`config.mk`:
```
export PLATFORM = sky130hd
export DESIGN_NAME = a2d_conditioner
export DESIGN_NICKNAME = d
export VERILOG_FILES = /design/src/rtl/a2d_cond_pkg.sv /design/src/rtl/exp_avg.sv /design/src/rtl/a2d_conditioner.sv
export SDC_FILE = /design/constraint.sdc
export NUM_CORES = 1
export LEC_CHECK = 0
export ABC_CLOCK_PERIOD_IN_PS = 3350
export CORE_MARGIN = 2
export CORE_UTILIZATION = 50
export CTS_CLUSTER_DIAMETER = 30
export DETAILED_ROUTE_END_ITERATION = 10
export HOLD_SLACK_MARGIN = 0.15
export PLACE_DENSITY = 0.76
export SYNTH_ARGS = -nofsm -noshare
export SYNTH_HDL_FRONTEND = slang
export SYNTH_SLANG_ARGS = --single-unit
```
`constraint.sdc`:
```
create_clock -name clk -period 3.35 [get_ports clk]
set_clock_uncertainty 0.2 [all_clocks]
set_input_delay 0.67 -clock clk [delete_from_list [all_inputs] [get_ports clk]]
set_output_delay 0.67 -clock clk [all_outputs]
set_load 0.1 [all_outputs]
```
`src/rtl/a2d_cond_pkg.sv`:
```
// Shared word type, thresholds and battery FSM encoding for the A2D conditioner.
// Latency: n/a (constants and types only).
// Backpressure: n/a.
package a2d_cond_pkg;

  typedef logic [11:0] adc_word_t;

  localparam adc_word_t BATT_LOW_TH = 12'hA98;
  localparam adc_word_t BATT_HYST   = 12'h040;
  localparam adc_word_t BRAKE_TH    = 12'h800;

  // Battery must climb back to this level before batt_low is released.
  localparam adc_word_t BATT_OK_TH  = BATT_LOW_TH + BATT_HYST;

  typedef enum logic {
    BATT_OK  = 1'b0,
    BATT_LOW = 1'b1
  } batt_state_t;

endpackage

```
`src/rtl/exp_avg.sv`:
```
// Exponential moving average over a 2^K-sample window, updated on each sample strobe.
// Latency: avg reflects a sample 1 clock after the strobe that captured it.
// Backpressure: none; consumes one word per strobe unconditionally.
module exp_avg
  import a2d_cond_pkg::*;
#(
  parameter int K = 2  // window shift, must be >= 1
) (
  input  logic      clk,
  input  logic      rst_n,
  input  logic      smpl,
  input  logic      primed,
  input  adc_word_t din,
  output adc_word_t avg
);

  localparam int AW = 12 + K;

  logic [AW-1:0] acc;
  logic [AW-1:0] din_ext;

  assign din_ext = {{K{1'b0}}, din};

  // First sample seeds the accumulator so the average starts at the sample itself;
  // afterwards leak 1/2^K of the history and add the new sample (bounded by 0xFFF<<K).
  always_ff @(posedge clk) begin
    if (!rst_n) begin
      acc <= '0;
    end else if (smpl) begin
      if (!primed) acc <= din_ext << K;
      else         acc <= acc - (acc >> K) + din_ext;
    end
  end

  assign avg = acc[AW-1:K];

endmodule

```
`src/rtl/a2d_conditioner.sv`:
```
// Conditions raw A2D words: averaged curr/torque, debounced hysteretic batt_low, qualified brake.
// Latency: inputs captured at the edge ending the smpl cycle; all outputs update 1 clock later.
// Backpressure: none; sampling is paced by the internal SMPL_PER timer only.
module a2d_conditioner
  import a2d_cond_pkg::*;
#(
  parameter int SMPL_PER = 4096,
  parameter int CURR_K   = 2,
  parameter int TORQUE_K = 4,
  parameter int LOW_CNT  = 3
) (
  input  logic        clk,
  input  logic        rst_n,
  input  logic [11:0] batt,
  input  logic [11:0] curr,
  input  logic [11:0] torque,
  input  logic [11:0] brake,
  output logic        smpl,
  output logic [11:0] avg_curr,
  output logic [11:0] avg_torque,
  output logic        batt_low,
  output logic        brake_on,
  output logic        valid
);

  localparam int TW = (SMPL_PER > 2) ? $clog2(SMPL_PER) : 1;
  localparam int CW = $clog2(LOW_CNT + 1);
  localparam logic [TW-1:0] TMR_LAST = TW'(SMPL_PER - 1);
  localparam logic [CW-1:0] CNT_MAX  = CW'(LOW_CNT);

  logic [TW-1:0] tmr;
  batt_state_t   batt_state, batt_state_nxt;
  logic [CW-1:0] low_cnt, low_cnt_nxt;
  logic          brake_prev_low;
  logic          brake_cur_low;

  // Free-running sample timer, 0..SMPL_PER-1.
  always_ff @(posedge clk) begin
    if (!rst_n)               tmr <= '0;
    else if (tmr == TMR_LAST) tmr <= '0;
    else                      tmr <= tmr + TW'(1);
  end

  assign smpl = (tmr == TMR_LAST);

  // Averages are primed by the first strobe after reset; valid doubles as the primed flag.
  always_ff @(posedge clk) begin
    if (!rst_n)    valid <= 1'b0;
    else if (smpl) valid <= 1'b1;
  end

  exp_avg #(.K(CURR_K)) u_avg_curr (
    .clk    (clk),
    .rst_n  (rst_n),
    .smpl   (smpl),
    .primed (valid),
    .din    (curr),
    .avg    (avg_curr)
  );

  exp_avg #(.K(TORQUE_K)) u_avg_torque (
    .clk    (clk),
    .rst_n  (rst_n),
    .smpl   (smpl),
    .primed (valid),
    .din    (torque),
    .avg    (avg_torque)
  );

  // Battery state and debounce counter registers.
  always_ff @(posedge clk) begin
    if (!rst_n) begin
      batt_state <= BATT_OK;
      low_cnt    <= '0;
    end else begin
      batt_state <= batt_state_nxt;
      low_cnt    <= low_cnt_nxt;
    end
  end

  // Battery next state: debounce entry into LOW, hysteretic exit; band samples hold.
  always_comb begin
    batt_state_nxt = batt_state;
    low_cnt_nxt    = low_cnt;
    if (smpl) begin
      case (batt_state)
        BATT_OK: begin
          if (batt < BATT_LOW_TH) begin
            if (low_cnt != CNT_MAX) low_cnt_nxt = low_cnt + CW'(1);
            if (low_cnt >= CNT_MAX - CW'(1)) batt_state_nxt = BATT_LOW;
          end else begin
            low_cnt_nxt = '0;
          end
        end
        BATT_LOW: begin
          if (batt >= BATT_OK_TH) begin
            batt_state_nxt = BATT_OK;
            low_cnt_nxt    = '0;
          end
        end
        default: begin
          batt_state_nxt = BATT_OK;
          low_cnt_nxt    = '0;
        end
      endcase
    end
  end

  assign batt_low = (batt_state == BATT_LOW);

  assign brake_cur_low = (brake < BRAKE_TH);

  // Brake changes state only after two agreeing consecutive samples.
  always_ff @(posedge clk) begin
    if (!rst_n) begin
      brake_prev_low <= 1'b0;
      brake_on       <= 1'b0;
    end else if (smpl) begin
      brake_prev_low <= brake_cur_low;
      if (brake_cur_low && brake_prev_low)        brake_on <= 1'b1;
      else if (!brake_cur_low && !brake_prev_low) brake_on <= 1'b0;
    end
  end

endmodule

```
==> impl_metrics.py <==
metrics = {
    "die": {
        "num_rows": 34,
        "floorplan.initialDensity_pct": 51.6,
        "core_um2": 8720,
        "die_w_um": 98.9,
        "dieArea_um2": 9780,
        "die_h_um": 98.9,
        "num_io_pins": 78,
    },
    "timing": {
        "final-hold-violation-count": 0,
        "max_freq_mhz": 300,
        "period_share_pct": 99.4,
        "max-slew-margin-rel_pct": 53.2,
        "rsz0062_at_grt": "true",
        "setup_viol": 0,
        "setup-tns-final_ps": 0,
        "worst_pin_slew_ps": 701,
        "slew_violations": 0,
        "period_minus_slack_ps": 3330,
    },
    "routing": {
        "dr.pass1.iters": 4,
        "finalWirelength_mm": 11.6,
        "wire_per_inst_um": 15.0,
        "drt_iter0_drc": 146,
        "antenna_left": 0,
        "viasPerCell": 5.48,
        "vias": 4245,
        "drcViolationCount": 0,
    },
    "yosys": {
        "syn_nets": 679,
        "ys_ff_latch": 48,
        "synth_edf_count": 0,
        "yosys_warnings": 0,
        "syn_inst": 571,
        "synth_cell_type_count": 64,
        "synth_flop_cell": "dfxtp_1",
        "yosysSeqAreaShare_pct": 21.4,
        "synth_area_per_cell_um2": 7.88,
        "synth-async-reset-ratio_pct": 0,
        "syn_area_um2": 4500,
    },
    "global_routing": {
        "grt_start_max_net_pins": 36,
        "grt_util_all_layers_pct": 24.1,
        "grt_pass1_vias": 4412,
        "grt_pass1_wl_mm": 19.6,
        "overflow": 0,
        "antenna_found_initial": 0,
    },
    "clocking": {
        "cts-root-buf": "clkbuf_8",
        "clock_latency_ps": 310,
        "path_clk_slew_ps": 100,
        "cts_hold_buffers": 0,
        "numCtsBuffers": 5,
        "cts_sinks": 48,
        "htreeDepth": 2,
        "cts_tree": "built",
        "cts_max_path_buffers": 2,
    },
    "hold_path": {
        "hold_path_class": "reg -> reg",
        "holdPathStages": 2,
        "min_from": "brake_on",
    },
    "critical_path": {
        "critical_path_required_ps": 3350,
        "r2r_slack_ps": 390,
        "crit_end": "u_avg_torque.acc[14]",
        "r2r_start": "u_avg_torque.acc[11]",
        "endpoint_kind": "flip-flop",
        "cp-startpoint": "torque[11]",
        "criticalPathCategory": "in -> reg",
        "crit_fanout": 4,
        "critPathLaunchType": "primary input",
        "rr_worst_depth": 9,
        "reg2reg_to": "u_avg_torque.acc[14]",
        "crit_arrival_ps": 3330,
    },
    "layout": {
        "final_util_pct": 64.9,
        "drive_gt1_share_pct": 19.5,
        "fillers": 727,
        "ff_latch_area_um2": 961,
        "area_growth_pct": 25.8,
        "layout_commonest_cell": "inv_1",
        "multi_input_area_um2": 2960,
        "fin_nets": 774,
        "final_cell_mix": "inv_1, buf_4, dfxtp_1",
        "stdcell_count": 775,
        "n_antenna_cell": 0,
    },
    "power_and_ir_drop": {
        "power_mw": 1.48,
        "p_leak_nw": 2.65,
        "power_density_nw_per_um2": 262,
        "ir_worst_vdd_mv": 0.195,
    },
    "run": {
        "drv_cap": 0,
    },
    "placement": {
        "hpwlAfterDp_mm": 8.71,
        "dp.cells": 765,
        "gp_congestion": 0.961,
        "io_buffer_count": 63,
    },
    "outcome": {
        "outcome": "finished clean",
    },
}
state kept, by name (all words and copies together), names as in the netlist:
signal,cells
batt_low,1
brake_on,1
brake_prev_low,1
low_cnt,2
tmr,12
u_avg_curr.acc,14
u_avg_torque.acc,16
valid,1
power by group:
group	switching (mW)	total, mW	internal (mW)	leakage (nW)
Clock	0.221	0.465	0.245	0.0614
Combinational	0.215	0.439	0.224	2.20
Sequential	0.00383	0.577	0.573	0.387
cells by family (layout without fill, tap and decap cells):
logic type / after synthesis / in the layout / synth area share [%]
adder cells (fa/ha/maj): 58 / 58 / 20.1
XOR/XNOR: 23 / 23 / 4.48
AND/OR/NAND/NOR: 124 / 124 / 14.5
flip-flops: 48 / 48 / 21.4
multiplexers: 5 / 5 / 1.11
AO/OA/AOI/OAI: 158 / 158 / 23.0
buffers and inverters: 155 / 251 / 15.4
per-stage QoR:
stage | setup slack, ps | hold WS [ps] | instance area, um^2
final | 21.4 | 292 | 5660
after detailed placement | -542 | 267 | 5420
after CTS | 8.19 | 295 | 5570
after floorplan | 183 | 238 | 4500
after global routing | -24.8 | 322 | 5660
after global placement | -464 | 253 | 5420
cells in the mapped netlist, types with 3 or more instances:
cell / count / area share [%]
a31oi_1: 6 / 0.83
o21ai_0: 33 / 3.7
mux2i_1: 5 / 1.1
clkbuf_1: 8 / 0.67
nand4_1: 3 / 0.42
a21oi_1: 43 / 4.8
ha_1: 34 / 9.5
o21a_1: 5 / 0.83
nor2b_1: 4 / 0.56
buf_4: 25 / 4.2
a211o_1: 6 / 1.2
nand3b_1: 3 / 0.50
dfxtp_1: 48 / 21
o211ai_1: 7 / 1.2
xnor2_1: 10 / 1.9
a21o_1: 17 / 2.8
o22ai_1: 5 / 0.70
fa_1: 24 / 11
and3_1: 4 / 0.56
nand2_1: 28 / 2.3
buf_2: 3 / 0.33
nor3_1: 13 / 1.4
inv_1: 115 / 9.6
or3_1: 3 / 0.42
nand2b_1: 3 / 0.42
a211oi_1: 11 / 1.8
nand3_1: 16 / 1.8
nor2_1: 31 / 2.6
xor2_1: 13 / 2.5
a221oi_1: 3 / 0.58
area by class of cell:
class,count,area share [%]
flip-flops and latches,48,17.0
repair buffers,127,18.6
multi-input cells,368,52.2
inverters,116,7.69
clock inverters,2,0.685
well taps,108,2.39
clock buffers,6,1.46
per-layer routing:
layer	vias up	track usage, %	share of wire, %
li1	2100	-	-
met1	2060	29.6	43
met2	77	44.1	53
met3	8	3.33	3.5
met4	0	6.43	0.93
met5	-	0	0
repair_timing:
item	4_1_cts	5_1_grt
endpoints found under the setup margin	7	18
pin swaps	8	12
endpoints found under the hold margin	0	0
buffers inserted	1	1
resized for setup	7	19
worst max-delay path: stages:
cell and delay (ps):
clkdlybuf4s50_1 450, inv_1 70, fa_1 530, inv_1 50
ha_1 340, a21o_1 180, a2111oi_0 610, buf_4 230
a21oi_1 60, nand3b_1 150
worst min-delay path by stage:
stage,endpoint,slack (ps)
2_1_floorplan,tmr[0],240
3_3_place_gp,tmr[0],250
3_5_place_dp,tmr[0],270
4_1_cts,brake_on,300
5_1_grt,brake_on,320
6_report,brake_on,290
Note: power is estimated with default switching activity, not from simulation.
